$ cat src/rtl/uart_frame_rx.sv
// Oversampling UART receiver: mid-bit sampling with a clocks-per-bit divider,
// 5..9 data bits, optional parity, 1 or 2 stop bits, single-entry valid/ready output.
module uart_frame_rx #(
  parameter int DATA_BITS    = 8,
  parameter int CLKS_PER_BIT = 16,
  parameter int PARITY_EN    = 0,
  parameter int PARITY_ODD   = 0,
  parameter int STOP_BITS    = 1
) (
  input  logic                 clk,
  input  logic                 reset,
  input  logic                 rx,
  input  logic                 ready,
  output logic [DATA_BITS-1:0] data_out,
  output logic                 valid,
  output logic                 frame_err,
  output logic                 parity_err,
  output logic                 overrun
);

  localparam int H  = CLKS_PER_BIT / 2;
  localparam int CW = $clog2(CLKS_PER_BIT);
  localparam int IW = (DATA_BITS > 1) ? $clog2(DATA_BITS) : 1;

  localparam logic [CW-1:0] CNT_LAST  = CW'(CLKS_PER_BIT - 1);
  localparam logic [CW-1:0] CNT_HALF  = CW'(H - 1);
  localparam logic [IW-1:0] IDX_LAST  = IW'(DATA_BITS - 1);
  localparam logic          SIDX_LAST = (STOP_BITS == 2);
  localparam logic          ODD       = (PARITY_ODD != 0);

  typedef enum logic [2:0] {IDLE, START, DATA, PARITY, STOP} state_t;

  state_t               state;
  logic [CW-1:0]        cnt;
  logic [IW-1:0]        idx;
  logic                 sidx;
  logic [DATA_BITS-1:0] shreg;
  logic                 ferr;
  logic                 perr;
  logic                 rx_meta, rx_s, rx_d;

  logic bit_tick, ferr_final, commit, accept;

  assign bit_tick   = (cnt == CNT_LAST);
  assign ferr_final = ferr | ~rx_s;
  assign commit     = (state == STOP) && bit_tick && (sidx == SIDX_LAST);
  assign accept     = !valid || ready;

  // NOTE: sequential state uses non-blocking assignments so every flop samples
  // pre-edge values; the sync chain resets to the idle (high) line level so
  // reset release cannot fabricate a falling edge.
  always_ff @(posedge clk) begin
    if (reset) begin
      rx_meta <= 1'b1;
      rx_s    <= 1'b1;
      rx_d    <= 1'b1;
    end else begin
      rx_meta <= rx;
      rx_s    <= rx_meta;
      rx_d    <= rx_s;
    end
  end

  always_ff @(posedge clk) begin
    if (reset) begin
      state      <= IDLE;
      cnt        <= '0;
      idx        <= '0;
      sidx       <= 1'b0;
      shreg      <= '0;
      ferr       <= 1'b0;
      perr       <= 1'b0;
      data_out   <= '0;
      valid      <= 1'b0;
      frame_err  <= 1'b0;
      parity_err <= 1'b0;
      overrun    <= 1'b0;
    end else begin
      overrun <= 1'b0;
      if (valid && ready) valid <= 1'b0;

      // A commit in the same cycle as a consumer handshake overrides the drop of valid.
      if (commit) begin
        if (accept) begin
          data_out   <= shreg;
          frame_err  <= ferr_final;
          parity_err <= (PARITY_EN != 0) ? perr : 1'b0;
          valid      <= 1'b1;
        end else begin
          overrun <= 1'b1;
        end
      end

      case (state)
        IDLE: begin
          if (rx_d && !rx_s) begin
            cnt   <= '0;
            state <= START;
          end
        end
        START: begin
          if (cnt == CNT_HALF) begin
            if (rx_s) begin
              state <= IDLE;
            end else begin
              cnt   <= '0;
              idx   <= '0;
              sidx  <= 1'b0;
              ferr  <= 1'b0;
              perr  <= 1'b0;
              state <= DATA;
            end
          end else begin
            cnt <= cnt + CW'(1);
          end
        end
        DATA: begin
          cnt <= bit_tick ? '0 : cnt + CW'(1);
          if (bit_tick) begin
            shreg[idx] <= rx_s;
            if (idx == IDX_LAST) state <= (PARITY_EN != 0) ? PARITY : STOP;
            else                 idx   <= idx + IW'(1);
          end
        end
        PARITY: begin
          cnt <= bit_tick ? '0 : cnt + CW'(1);
          if (bit_tick) begin
            perr  <= (^shreg) ^ rx_s ^ ODD;
            state <= STOP;
          end
        end
        STOP: begin
          cnt <= bit_tick ? '0 : cnt + CW'(1);
          if (bit_tick) begin
            ferr <= ferr_final;
            // Leaving mid-stop lets a back-to-back start edge be caught.
            if (sidx == SIDX_LAST) state <= IDLE;
            else                   sidx  <= 1'b1;
          end
        end
        default: state <= IDLE;
      endcase
    end
  end

endmodule

$ cat config.mk
export PLATFORM = sky130hd
export DESIGN_NAME = uart_frame_rx
export DESIGN_NICKNAME = d
export VERILOG_FILES = /design/src/rtl/uart_frame_rx.sv
export SDC_FILE = /design/constraint.sdc
export NUM_CORES = 1
export LEC_CHECK = 0
export CAP_MARGIN = 10
export CELL_PAD_IN_SITES_DETAIL_PLACEMENT = 0
export CELL_PAD_IN_SITES_GLOBAL_PLACEMENT = 1
export CORE_MARGIN = 5
export CORE_UTILIZATION = 35
export DETAILED_ROUTE_END_ITERATION = 16
export GPL_TIMING_DRIVEN = 1
export PLACE_DENSITY_LB_ADDON = 0.25
export SYNTH_ARGS = -nofsm -noshare
export SYNTH_HDL_FRONTEND = slang
export SYNTH_SLANG_ARGS = --single-unit
$ cat constraint.sdc
create_clock -name clk -period 1.6 [get_ports clk]
set_input_delay 0.32 -clock clk [delete_from_list [all_inputs] [get_ports clk]]
set_output_delay 0.32 -clock clk [all_outputs]
set_load 0.005 [all_outputs]
## Word-level counts from Yosys, hierarchy flattened

Cells that the tools add are included.

| storage, ports and cells | value |
|---|---|
| word-level logic and storage cells | 91 |
| flip-flop bits (word level) | 34 |
| output and inout bits | 12 |
| input bits | 4 |

| cells by class | value |
|---|---|
| mux-type cells | 33 |
| reductions and logical operators | 20 |
| bitwise operators | 4 |
| add/sub/neg operators | 2 |
| order comparisons | 2 |
| equality and inequality tests | 17 |

Operators with widths:

| operator | count |
|---|---|
| $mux W3 | 11 |
| $ne A2 B2 Y1 const B | 9 |
| $mux W4 | 4 |
| $pmux W3 S5 | 1 |
| $pmux W4 S3 | 1 |
| $mux W1 | 10 |
| $bwmux W8 | 1 |
| $reduce_and A7 Y1 | 1 |
| $eq A3 B2 Y1 const B | 2 |
| $eq A3 B3 Y1 const B | 2 |
| $pmux W3 S2 | 1 |
| $logic_and A1 B1 Y1 | 5 |
| $reduce_and A5 Y1 | 1 |
| $add A4 B1 Y4 const B | 1 |
| $eq A4 B3 Y1 const B | 1 |
| $eq A4 B4 Y1 const B | 1 |
| $lt A3 B4 Y1 const B | 1 |
| $pmux W1 S2 | 2 |
| $reduce_and A2 Y1 | 2 |
| $reduce_and A4 Y1 | 1 |
| $reduce_bool A2 Y1 | 2 |
| $add A3 B1 Y3 const B | 1 |
| $demux W1 S3 | 1 |
| $eq A3 B1 Y1 const B | 1 |
| other kinds (12) | 15 |

## Longest topological paths before layout

Gate-level depths: netlist of the first run.

| logic depth | value |
|---|---|
| depth after elaboration | 5 |
| depth in mapped cells | 6 |
| depth with buffers taken out | 5 |

## Worst setup path after synthesis of the first run

No wires, ideal clock.

| timing path | value |
|---|---|
| path type | register to register |
| start | register cnt[0] |
| end | register idx[0] |
| clock period less this slack | 1,675 ps |
| path buffers | 0 |
| data arrival time | 1,552 ps |
| required time | 1,477 ps |
| setup slack | -75 ps |
| stages on the path, launching flop included | 6 |
| setup time | 123 ps |
| cell sequence | dfxtp_1 > ha_1 > nand2_1 > or4_4 > o31a_4 > mux2_1 |

| on the way | value |
|---|---|
| word-level cells in the longest chain between the ends | 3 |
| elaborated cells on any way between the ends | 5 |
| those cells by class | 4 x eq/ne; 1 x reduce/logical |

RTL lines:

| element | RTL line | RTL |
|---|---|---|
| start: declaration | 34 | `logic [CW-1:0] cnt;` |
| start signal: assignment | 114 | `cnt <= cnt + CW'(1);` |
| start signal: assignment | 118 | `cnt <= bit_tick ? '0 : cnt + CW'(1);` |
| start signal: assignment | 126 | `cnt <= bit_tick ? '0 : cnt + CW'(1);` |
| $eq A4 B3 Y1 / $eq A4 B4 Y1 (equally long branches) | 102, 44 |  |
| $ne A2 B2 Y1 (no line) | - |  |
| $reduce_and A5 Y1 (no line) * | - |  |
| end signal: assignment | 122 | `else idx <= idx + IW'(1);` |
| end: declaration | 35 | `logic [IW-1:0] idx;` |

Mark *: on every way between the ends. The rest lies on a longest branch, timed or not.
A chain may end at the register's enable or synchronous reset.

## Worst setup path in the final report of the first run

| timing path | value |
|---|---|
| start | register state[1] |
| end | register idx[0] |

| on the way | value |
|---|---|
| word-level cells in the longest chain between the ends | 3 |
| elaborated cells on any way between the ends | 9 |
| those cells by class | 6 x eq/ne; 1 x mux; 2 x reduce/logical |

RTL lines:

| element | RTL line | RTL |
|---|---|---|
| start: declaration | 33 | `state_t state;` |
| start signal: assignment | 121 | `if (idx == IDX_LAST) state <= (PARITY_EN != 0) ? PARITY : STOP;` |
| $eq A3 B2 Y1 / $eq A3 B1 Y1 (equally long branches) | 94 | `case (state)` |
| $ne A2 B2 Y1 (no line) / $reduce_bool A2 Y1 (equally long branches) | - |  |
| $reduce_and A5 Y1 (no line) | - |  |

Several ways; a longest one is shown, not always the timed one.

==> results of run 1 <==
sequential cells by signal (all words and copies together), names as in the netlist:
| name | flops |
|---|---|
| rx_d | 1 |
| state | 3 |
| shreg | 8 |
| valid | 1 |
| cnt | 4 |
| ferr | 1 |
| idx | 3 |
| rx_meta | 1 |
| data_out | 8 |
| overrun | 1 |
| rx_s | 1 |
| frame_err | 1 |
power by group through the flow:
stage / Sequential, mW / Combinational, mW / Clock, mW
finish: 0.834 / 0.102 / 0.606
global route: 0.834 / 0.110 / 0.660
CTS: 0.833 / 0.0971 / 0.627
detailed placement: 0.851 / 0.0912 / 0
global placement: 0.851 / 0.0892 / 0
floorplan: 0.850 / 0.0472 / 0
what timing repair did:
action,in CTS,in global routing
gates cloned,0,1
setup endpoints to repair,17,24
pin swaps,1,2
resized for setup,7,12
hold buffers,0,0
buffers inserted,2,1
Yosys cell counts, drive strengths merged (3+ instances only):
cell and count:
clkbuf 7, or2 3, buf 5, nand3 5, nand4b 5, a21oi 6, nand4 6, nand2b 5
o31ai 3, nand2 5, nor2 24, mux2i 18, nor3 6, ha 3, dfxtp 33, nor2b 4
area by class of cell:
cell class	instances	area, sq um	share of cell area
inverter	2	7.51	0.00359
multi-input combinational	118	848	0.406
sequential	33	666	0.318
clock inverter	2	10.0	0.00478
timing repair buffer	45	423	0.202
clock buffer	6	72.6	0.0347
tap	52	65.1	0.0311
how the worst max path moves through the flow:
stage,startpoint,endpoint,cells past startpoint
after floorplan,state[2]$_SDFFE_PP0P_,idx[0]$_SDFFE_PP0P_,4
after global placement,state[1]$_SDFFE_PP0P_,idx[0]$_SDFFE_PP0P_,4
after detailed placement,state[1]$_SDFFE_PP0P_,idx[0]$_SDFFE_PP0P_,4
after CTS,state[1]$_SDFFE_PP0P_,idx[0]$_SDFFE_PP0P_,4
after global routing,state[0]$_SDFFE_PP0P_,idx[0]$_SDFFE_PP0P_,4
final,state[1]$_SDFFE_PP0P_,idx[0]$_SDFFE_PP0P_,4
routing by layer:
| layer | part of all wire | wire length (um) |
|---|---|---|
| met1 | 0.44 | 1570 |
| met4 | 0.024 | 85 |
| met3 | 0.053 | 192 |
| met5 | 0 | 0 |
| met2 | 0.49 | 1760 |
kinds of logic after synthesis:
group                    after synthesis  synth area share
AND/OR/NAND/NOR                       73             0.266
flip-flops                            33             0.436
AO/OA/AOI/OAI                         21            0.0991
multiplexers                          19             0.126
buffers and inverters                 14            0.0396
adder cells (fa/ha/maj)                3            0.0248
other                                  1           0.00247
XOR/XNOR                               1           0.00578
==> metrics, run 1 <==
Worst Path Required=about 1800 ps; Iteration-0 DRC Markers=106; worst slack, placed=-150 ps; final worst path period need=about 1700 ps; failing checks=setup timing; Slowest cell on crit path=or4_4; sink of the worst hold path=rx_s$_SDFF_PP1_; most frequent cells in the layout=dfxtp_1, buf_4, nor2_1, mux2i_1, clkdlybuf4s50_1; Die X=75.8 um; setup slack, reg-to-reg=-110 ps; Worst Hold Margin=approximately 420 ps; Post-Syn Nets=around 170; final setup TNS=-236 ps; FF-to-FF End=idx[0]$_SDFFE_PP0P_; Total GRT Usage=0.133; TritonRoute pass-1 iters=4; startpoint types=flip-flop; internal power=~1.2 mW; Hold Crit Depth=1; hold crit path type=flip-flop to flip-flop; Final nets=between 200 and 250; number of max-cap violations=0; DP HPWL=2560 um; Mapped Area=1520 sq um; # IOs=16; core area=4260 sq um; met1 Usage GRT=0.145; Cells after Synth=165; Comb pwr share=0.066; delay-heaviest family, CP=simple AND/OR/NAND/NOR gates; Async S/R FF share, synth=0; worst path cell trace=or3b_4, or4_4, o31a_4, mux2_4; Mapped Avg Cell Area=between 9 and 10 sq um; vias in the first global route=1,315; leak pwr=0.935 nW; clk sinks=33; Sw Share=0.233; antenna cell count=0; Area contributors post-synth=dfxtp_1, mux2i_1, nor2_1; largest net degree at the start of global routing=16; clk slew on worst S/H paths=70 ps; starting density of the core=0.355; Final Cycle Share=1.07; Std-Cell Rows=24; via count=around 1,300; final WL=between 3000 and 4000 um; Synth cell types=40; fin. max-slew vios=0; CP endpoint kind=flip-flop; gr ovfl total=0; fin util=0.491; post-synthesis sequential area ratio=0.436; Post-synth EDFFs=0; clk_skew=around 11 ps; worst-path fanout max=2; Yosys warnings=0; final worst slack=-112 ps; Hold Fails Final Rpt=0; wire length per cell=between 10 and 15 um; sequential fraction of design power=0.541; GRT busiest layer=met2; routing usage on met2=0.224; Arr. time, crit path=between 1500 and 2000 ps; cts bufs inserted=5; synthesized flop and latch total=33; total chip power=about 1.5 mW; Die Area=5740 sq um; cell area after layout=2090 sq um; Final Setup Violations=3; Placed Area=between 1500 and 2000 sq um; GP Congestion=between 0.9 and 1; Layout fillers=~400; R2R depth=4; first-pass GRT wire length=5690 um; share of layout cells above drive strength 1=0.286; Root Buffer=clkbuf_8; DRC=0; Most used DFF post-synth=dfxtp_1; post-synth top area share=0.436; number of placed instances, taps included=between 200 and 250; H-tree Lvls=2; commonest non-fill, non-tap cell in the layout=dfxtp_1; RSZ-0062 raised after global routing=yes; FMAX=584 MHz; TritonCTS clock tree=yes; pwr dens=about 740 nW/um^2; via density per instance=around 5.2; outcome=finished, violations left; critical path class=flip-flop to flip-flop; Switch Pwr=about 0.36 mW; clock latency on the worst-skew pair=290 ps; CP bufs+invs=0; Clock Path Buffers=2; antenna violations before repair=0; Detail Route Antenna Nets=0; # port buffers=14; largest area contributor in the netlist=dfxtp_1; Worst VDD drop=about 0.32 mV; non-filler cells, final=around 260; Clk pwr share=0.393; P&R area growth vs syn=38.1%; r2r startpoint=state[1]$_SDFFE_PP0P_; Hold Startpoint=rx_meta$_SDFF_PP1_; slowest stage delay, CP=about 440 ps; die span in y=around 76 um; M3 GR Usage=0.0462
Power figures use the tool's default switching activity.
==> inputs of run 2 (changes only) <==
--- a/config.mk
+++ b/config.mk
@@ -13,6 +13,7 @@
 export DETAILED_ROUTE_END_ITERATION = 16
 export GPL_TIMING_DRIVEN = 1
 export PLACE_DENSITY_LB_ADDON = 0.25
+export RECOVER_POWER = 100
 export SYNTH_ARGS = -nofsm -noshare
 export SYNTH_HDL_FRONTEND = slang
 export SYNTH_SLANG_ARGS = --single-unit
==> run 2 against run 1 <==
Against the previous run: the flow still finishes with violations (setup timing); clock skew about the same; non-clock buffer count unchanged; global-route usage unchanged; maximum frequency about the same; combinational power down 6%; clock-buffer cell count unchanged; sequential cell count unchanged; via count up 0.52%; largest power group unchanged.
==> metrics, run 2 (same netlist as run 1, synthesis figures left out) <==
Comb pwr share=0.063; Hold Fails Final Rpt=0; CP bufs+invs=0; clk sinks=33; H-tree Lvls=2; slowest stage delay, CP=between 400 and 500 ps; failing checks=setup timing; die span in y=~76 um; cell area after layout=slightly above 2000 sq um; sink of the worst hold path=rx_s$_SDFF_PP1_; Placed Area=approximately 1900 sq um; TritonRoute pass-1 iters=4; Slowest cell on crit path=or4_4; DP HPWL=~2600 um; wire length per cell=~14 um; FF-to-FF End=idx[0]$_SDFFE_PP0P_; delay-heaviest family, CP=simple AND/OR/NAND/NOR gates; Die X=75.8 um; cts bufs inserted=5; r2r startpoint=state[1]$_SDFFE_PP0P_; Root Buffer=clkbuf_8; Clk pwr share=0.395; internal power=roughly 1.2 mW; core area=4260 sq um; Worst Path Required=about 1800 ps; FMAX=between 500 and 600 MHz; vias in the first global route=roughly 1,300; Clock Path Buffers=2; TritonCTS clock tree=yes; critical path depth in cells=4; final WL=3610 um; via density per instance=between 5 and 6; starting density of the core=0.355; largest net degree at the start of global routing=16; hold crit path type=flip-flop to flip-flop; Final Setup Violations=10; RSZ-0062 raised after global routing=yes; clk_skew=between 10 and 15 ps; Arr. time, crit path=approximately 1900 ps; GP Congestion=about 0.9; Detail Route Antenna Nets=0; worst-path fanout max=2; leak pwr=between 0.9 and 1 nW; R2R depth=4; critical path class=flip-flop to flip-flop; number of max-cap violations=0; clock latency on the worst-skew pair=slightly below 300 ps; first-pass GRT wire length=roughly 5700 um; via count=between 1,000 and 1,500; Hold Crit Depth=1; commonest non-fill, non-tap cell in the layout=dfxtp_1; Layout fillers=between 400 and 500; Std-Cell Rows=24; antenna cell count=0; Worst VDD drop=roughly 0.32 mV; Total GRT Usage=0.133; Iteration-0 DRC Markers=~100; largest registers=data_out x8, shreg x8, cnt x4; Worst Hold Margin=~420 ps; worst slack, placed=-150 ps; most frequent cells in the layout=dfxtp_1, buf_4, nor2_1, mux2i_1, dlygate4sd3_1; Hold Startpoint=rx_meta$_SDFF_PP1_; Final Cycle Share=1.07; antenna violations before repair=0; CP endpoint kind=flip-flop; outcome=finished, violations left; # port buffers=14; total chip power=approximately 1.5 mW; fin. max-slew vios=0; clk slew on worst S/H paths=~70 ps; cts hold-fix bufs=0; final worst slack=-113 ps; setup slack, reg-to-reg=-110 ps; Final nets=212; share of layout cells above drive strength 1=0.277; Sw Share=0.233; startpoint types=flip-flop; worst path cell trace=or3b_4, or4_4, o31a_4, mux2_4; final setup TNS=-352 ps; P&R area growth vs syn=35.3%; Die Area=5740 sq um; sequential fraction of design power=0.542; DRC=0; Switch Pwr=between 0.3 and 0.4 mW; gr ovfl total=0; pwr dens=~750 nW/um^2; final worst path period need=approximately 1700 ps; # IOs=16
-- run 2: cell count changes in the layout (fill, tap and decap cells not counted), moves of 2 or more --
| cell | delta |
|---|---|
| buf_6 | -2 |
| clkbuf_2 | +3 |
| clkdlybuf4s50_1 | -12 |
| dlygate4sd3_1 | +12 |
-- run 2: cell type report --
cell class	instances	area, sq um	share of cell area
clock inverters	2	10.0	0.00488
flip-flops and latches	33	664	0.324
repair buffers	45	395	0.193
clock buffers	6	72.6	0.0354
inverters	2	7.51	0.00366
well taps	52	65.1	0.0317
multi-input cells	118	836	0.408
-- run 2: metrics by stage --
stage | cells | utilization
after global placement | 246 | 0.445
after global routing | 258 | 0.481
after floorplan | 165 | -
after detailed placement | 246 | 0.445
final | 258 | 0.481
after CTS | 256 | 0.472
-- run 2: worst max-delay path by stage --
stage                                startpoint                   to
after floorplan           state[2]$_SDFFE_PP0P_  idx[0]$_SDFFE_PP0P_
after global routing      state[0]$_SDFFE_PP0P_  idx[0]$_SDFFE_PP0P_
after global placement    state[1]$_SDFFE_PP0P_  idx[0]$_SDFFE_PP0P_
after detailed placement  state[1]$_SDFFE_PP0P_  idx[0]$_SDFFE_PP0P_
final                     state[1]$_SDFFE_PP0P_  idx[0]$_SDFFE_PP0P_
after CTS                 state[1]$_SDFFE_PP0P_  idx[0]$_SDFFE_PP0P_
-- run 2: power by group through the flow --
stage	Clock (mW)	Sequential, mW	Combinational [mW]
after floorplan	0	0.850	0.0472
after global placement	0	0.851	0.0892
after detailed placement	0	0.851	0.0912
after CTS	0.627	0.833	0.0971
after global routing	0.660	0.833	0.103
final	0.607	0.833	0.0962
-- run 2: layer usage --
layer	vias up	track usage	part of all wire
met3	7	0.0462	0.049
li1	664	-	-
met1	642	0.145	0.43
met4	0	0.0738	0.021
met2	31	0.224	0.50
met5	-	0	0
-- run 2: what timing repair did --
item                                    in CTS  in global routing
gates cloned                                 0                  1
gates resized for setup                      7                 12
pin swaps                                    1                  2
setup buffers                                2                  1
endpoints found under the setup margin      17                 24
==> inputs of run 3 (changes only) <==
--- a/config.mk
+++ b/config.mk
@@ -9,9 +9,10 @@
 export CELL_PAD_IN_SITES_DETAIL_PLACEMENT = 0
 export CELL_PAD_IN_SITES_GLOBAL_PLACEMENT = 1
 export CORE_MARGIN = 5
-export CORE_UTILIZATION = 35
+export CORE_UTILIZATION = 38
 export DETAILED_ROUTE_END_ITERATION = 16
 export GPL_TIMING_DRIVEN = 1
+export HOLD_SLACK_MARGIN = 0.1
 export PLACE_DENSITY_LB_ADDON = 0.25
 export RECOVER_POWER = 100
 export SYNTH_ARGS = -nofsm -noshare
==> run 3 against run 2 <==
Against the previous run: the run still ends with setup timing left; clock-buffer cell count decreased by 1; sequential power about the same; register-to-register slack improved by 40 ps; sequential cell count unchanged; critical path depth unchanged; clock power rose by 31%; cell count shrank 1.9%; clock skew shrank 4.4 ps; cell area decreased by 1.3%; global-route usage hardly changed; via count shrank 2.5%; routed wire length shrank 9.6%.
==> metrics, run 3 (same netlist as run 1, synthesis figures left out) <==
Die X=~73 um; clk_skew=6.91 ps; TritonRoute pass-1 iters=4; total chip power=1.71 mW; Total GRT Usage=0.133; clock latency on the worst-skew pair=between 200 and 300 ps; end point of the critical path=idx[0]$_SDFFE_PP0P_; worst slack, placed=-98.9 ps; startpoint types=flip-flop; clk sinks=33; clk slew on worst S/H paths=around 80 ps; Worst Path Required=approximately 1800 ps; vias in the first global route=approximately 1,300; gr ovfl total=0; cell area after layout=2020 sq um; leak pwr=0.926 nW; most frequent cells in the layout=dfxtp_1, nor2_1, buf_4, mux2i_1, dlygate4sd3_1; share of layout cells above drive strength 1=0.256; via density per instance=5.18; final WL=around 3300 um; fin. max-slew vios=0; Layout fillers=between 300 and 400; GP Congestion=0.913; Arr. time, crit path=~1900 ps; cts bufs inserted=5; cts hold-fix bufs=0; # port buffers=14; # IOs=16; Iteration-0 DRC Markers=119; Hold Fails Final Rpt=0; FF-to-FF End=idx[0]$_SDFFE_PP0P_; Clock Path Buffers=2; Placed Area=1890 sq um; antenna cell count=0; Final nets=roughly 210; core area=3940 sq um; first-pass GRT wire length=5550 um; DP HPWL=roughly 2400 um; final worst path period need=about 1700 ps; Worst Hold Margin=roughly 420 ps; worst-path fanout max=3; largest registers=data_out x8, shreg x8, cnt x4; Worst VDD drop=0.578 mV; P&R area growth vs syn=33.5%; pwr dens=846 nW/um^2; CP endpoint kind=flip-flop; failing checks=setup timing; die span in y=approximately 73 um; via count=1,310; H-tree Lvls=2; Final Cycle Share=1.05; FMAX=597 MHz; hold crit path type=flip-flop to flip-flop; Final Setup Violations=3; starting density of the core=0.384; start point of the critical path=state[1]$_SDFFE_PP0P_; antenna violations before repair=0; Root Buffer=clkbuf_8; setup slack, reg-to-reg=-80 ps; Die Area=approximately 5400 sq um; outcome=finished, violations left; critical path class=flip-flop to flip-flop; wire length per cell=12.9 um; RSZ-0062 raised after global routing=yes; commonest non-fill, non-tap cell in the layout=dfxtp_1; TritonCTS clock tree=yes; Std-Cell Rows=23; R2R depth=4; DRC=0; number of max-cap violations=0; Detail Route Antenna Nets=0; largest net degree at the start of global routing=19; final worst slack=-76.2 ps; r2r startpoint=state[1]$_SDFFE_PP0P_
## run 3: worst min path at each step
stage / cells after the start / slack [ps] / end / from
6_report: 1 / 420 / rx_s$_SDFF_PP1_ / rx_meta$_SDFF_PP1_
5_1_grt: 1 / 450 / rx_s$_SDFF_PP1_ / rx_meta$_SDFF_PP1_
4_1_cts: 1 / 420 / rx_s$_SDFF_PP1_ / rx_meta$_SDFF_PP1_
3_5_place_dp: 1 / 400 / rx_s$_SDFF_PP1_ / rx_meta$_SDFF_PP1_
3_3_place_gp: 1 / 400 / rx_s$_SDFF_PP1_ / rx_meta$_SDFF_PP1_
2_1_floorplan: 1 / 390 / rx_s$_SDFF_PP1_ / rx_meta$_SDFF_PP1_
## run 3: final cells by class
cell class / count / area (sq um) / share of cell area
multi-input cells: 118 / 835 / 0.412
flip-flops and latches: 33 / 664 / 0.328
repair buffers: 42 / 339 / 0.168
clock buffers: 5 / 68.8 / 0.0340
well taps: 50 / 62.6 / 0.0309
clock inverters: 3 / 46.3 / 0.0229
inverters: 2 / 7.51 / 0.00371
## run 3: power breakdown
| group | switching (mW) | leakage (nW) | internal (mW) |
|---|---|---|---|
| clock network | 0.327 | 0.0543 | 0.466 |
| logic | 0.0452 | 0.604 | 0.0396 |
| registers | 0.00515 | 0.268 | 0.828 |
| total | 0.377 | 0.926 | 1.33 |
## run 3: repair_timing
item / CTS / global route
pin swaps: 1 / 2
endpoints found under the setup margin: 5 / 23
setup buffers: 0 / 0
resized for setup: 5 / 9
## run 3: metal layers
metal  vias up  part of all wire  GRT usage
met3         4             0.039     0.0510
met4         0            0.0077     0.0451
met5         -                 0          0
met1       625              0.46      0.162
li1        657                 -          -
met2        24              0.50      0.214
## run 3: through the flow
| step | util | instances | setup TNS, ps |
|---|---|---|---|
| 2_1_floorplan | - | 165 | -140 |
| 3_3_place_gp | 0.480 | 245 | -78.9 |
| 3_5_place_dp | 0.480 | 245 | -206 |
| 4_1_cts | 0.512 | 253 | -157 |
| 5_1_grt | 0.513 | 253 | -959 |
| 6_report | 0.513 | 253 | -138 |
## run 3: worst max-delay path: stages (launching register included)
cell     delay (ps)
dfxtp_2         330
or3b_4          370
or4_4           430
o31a_4          130
mux2_4          290
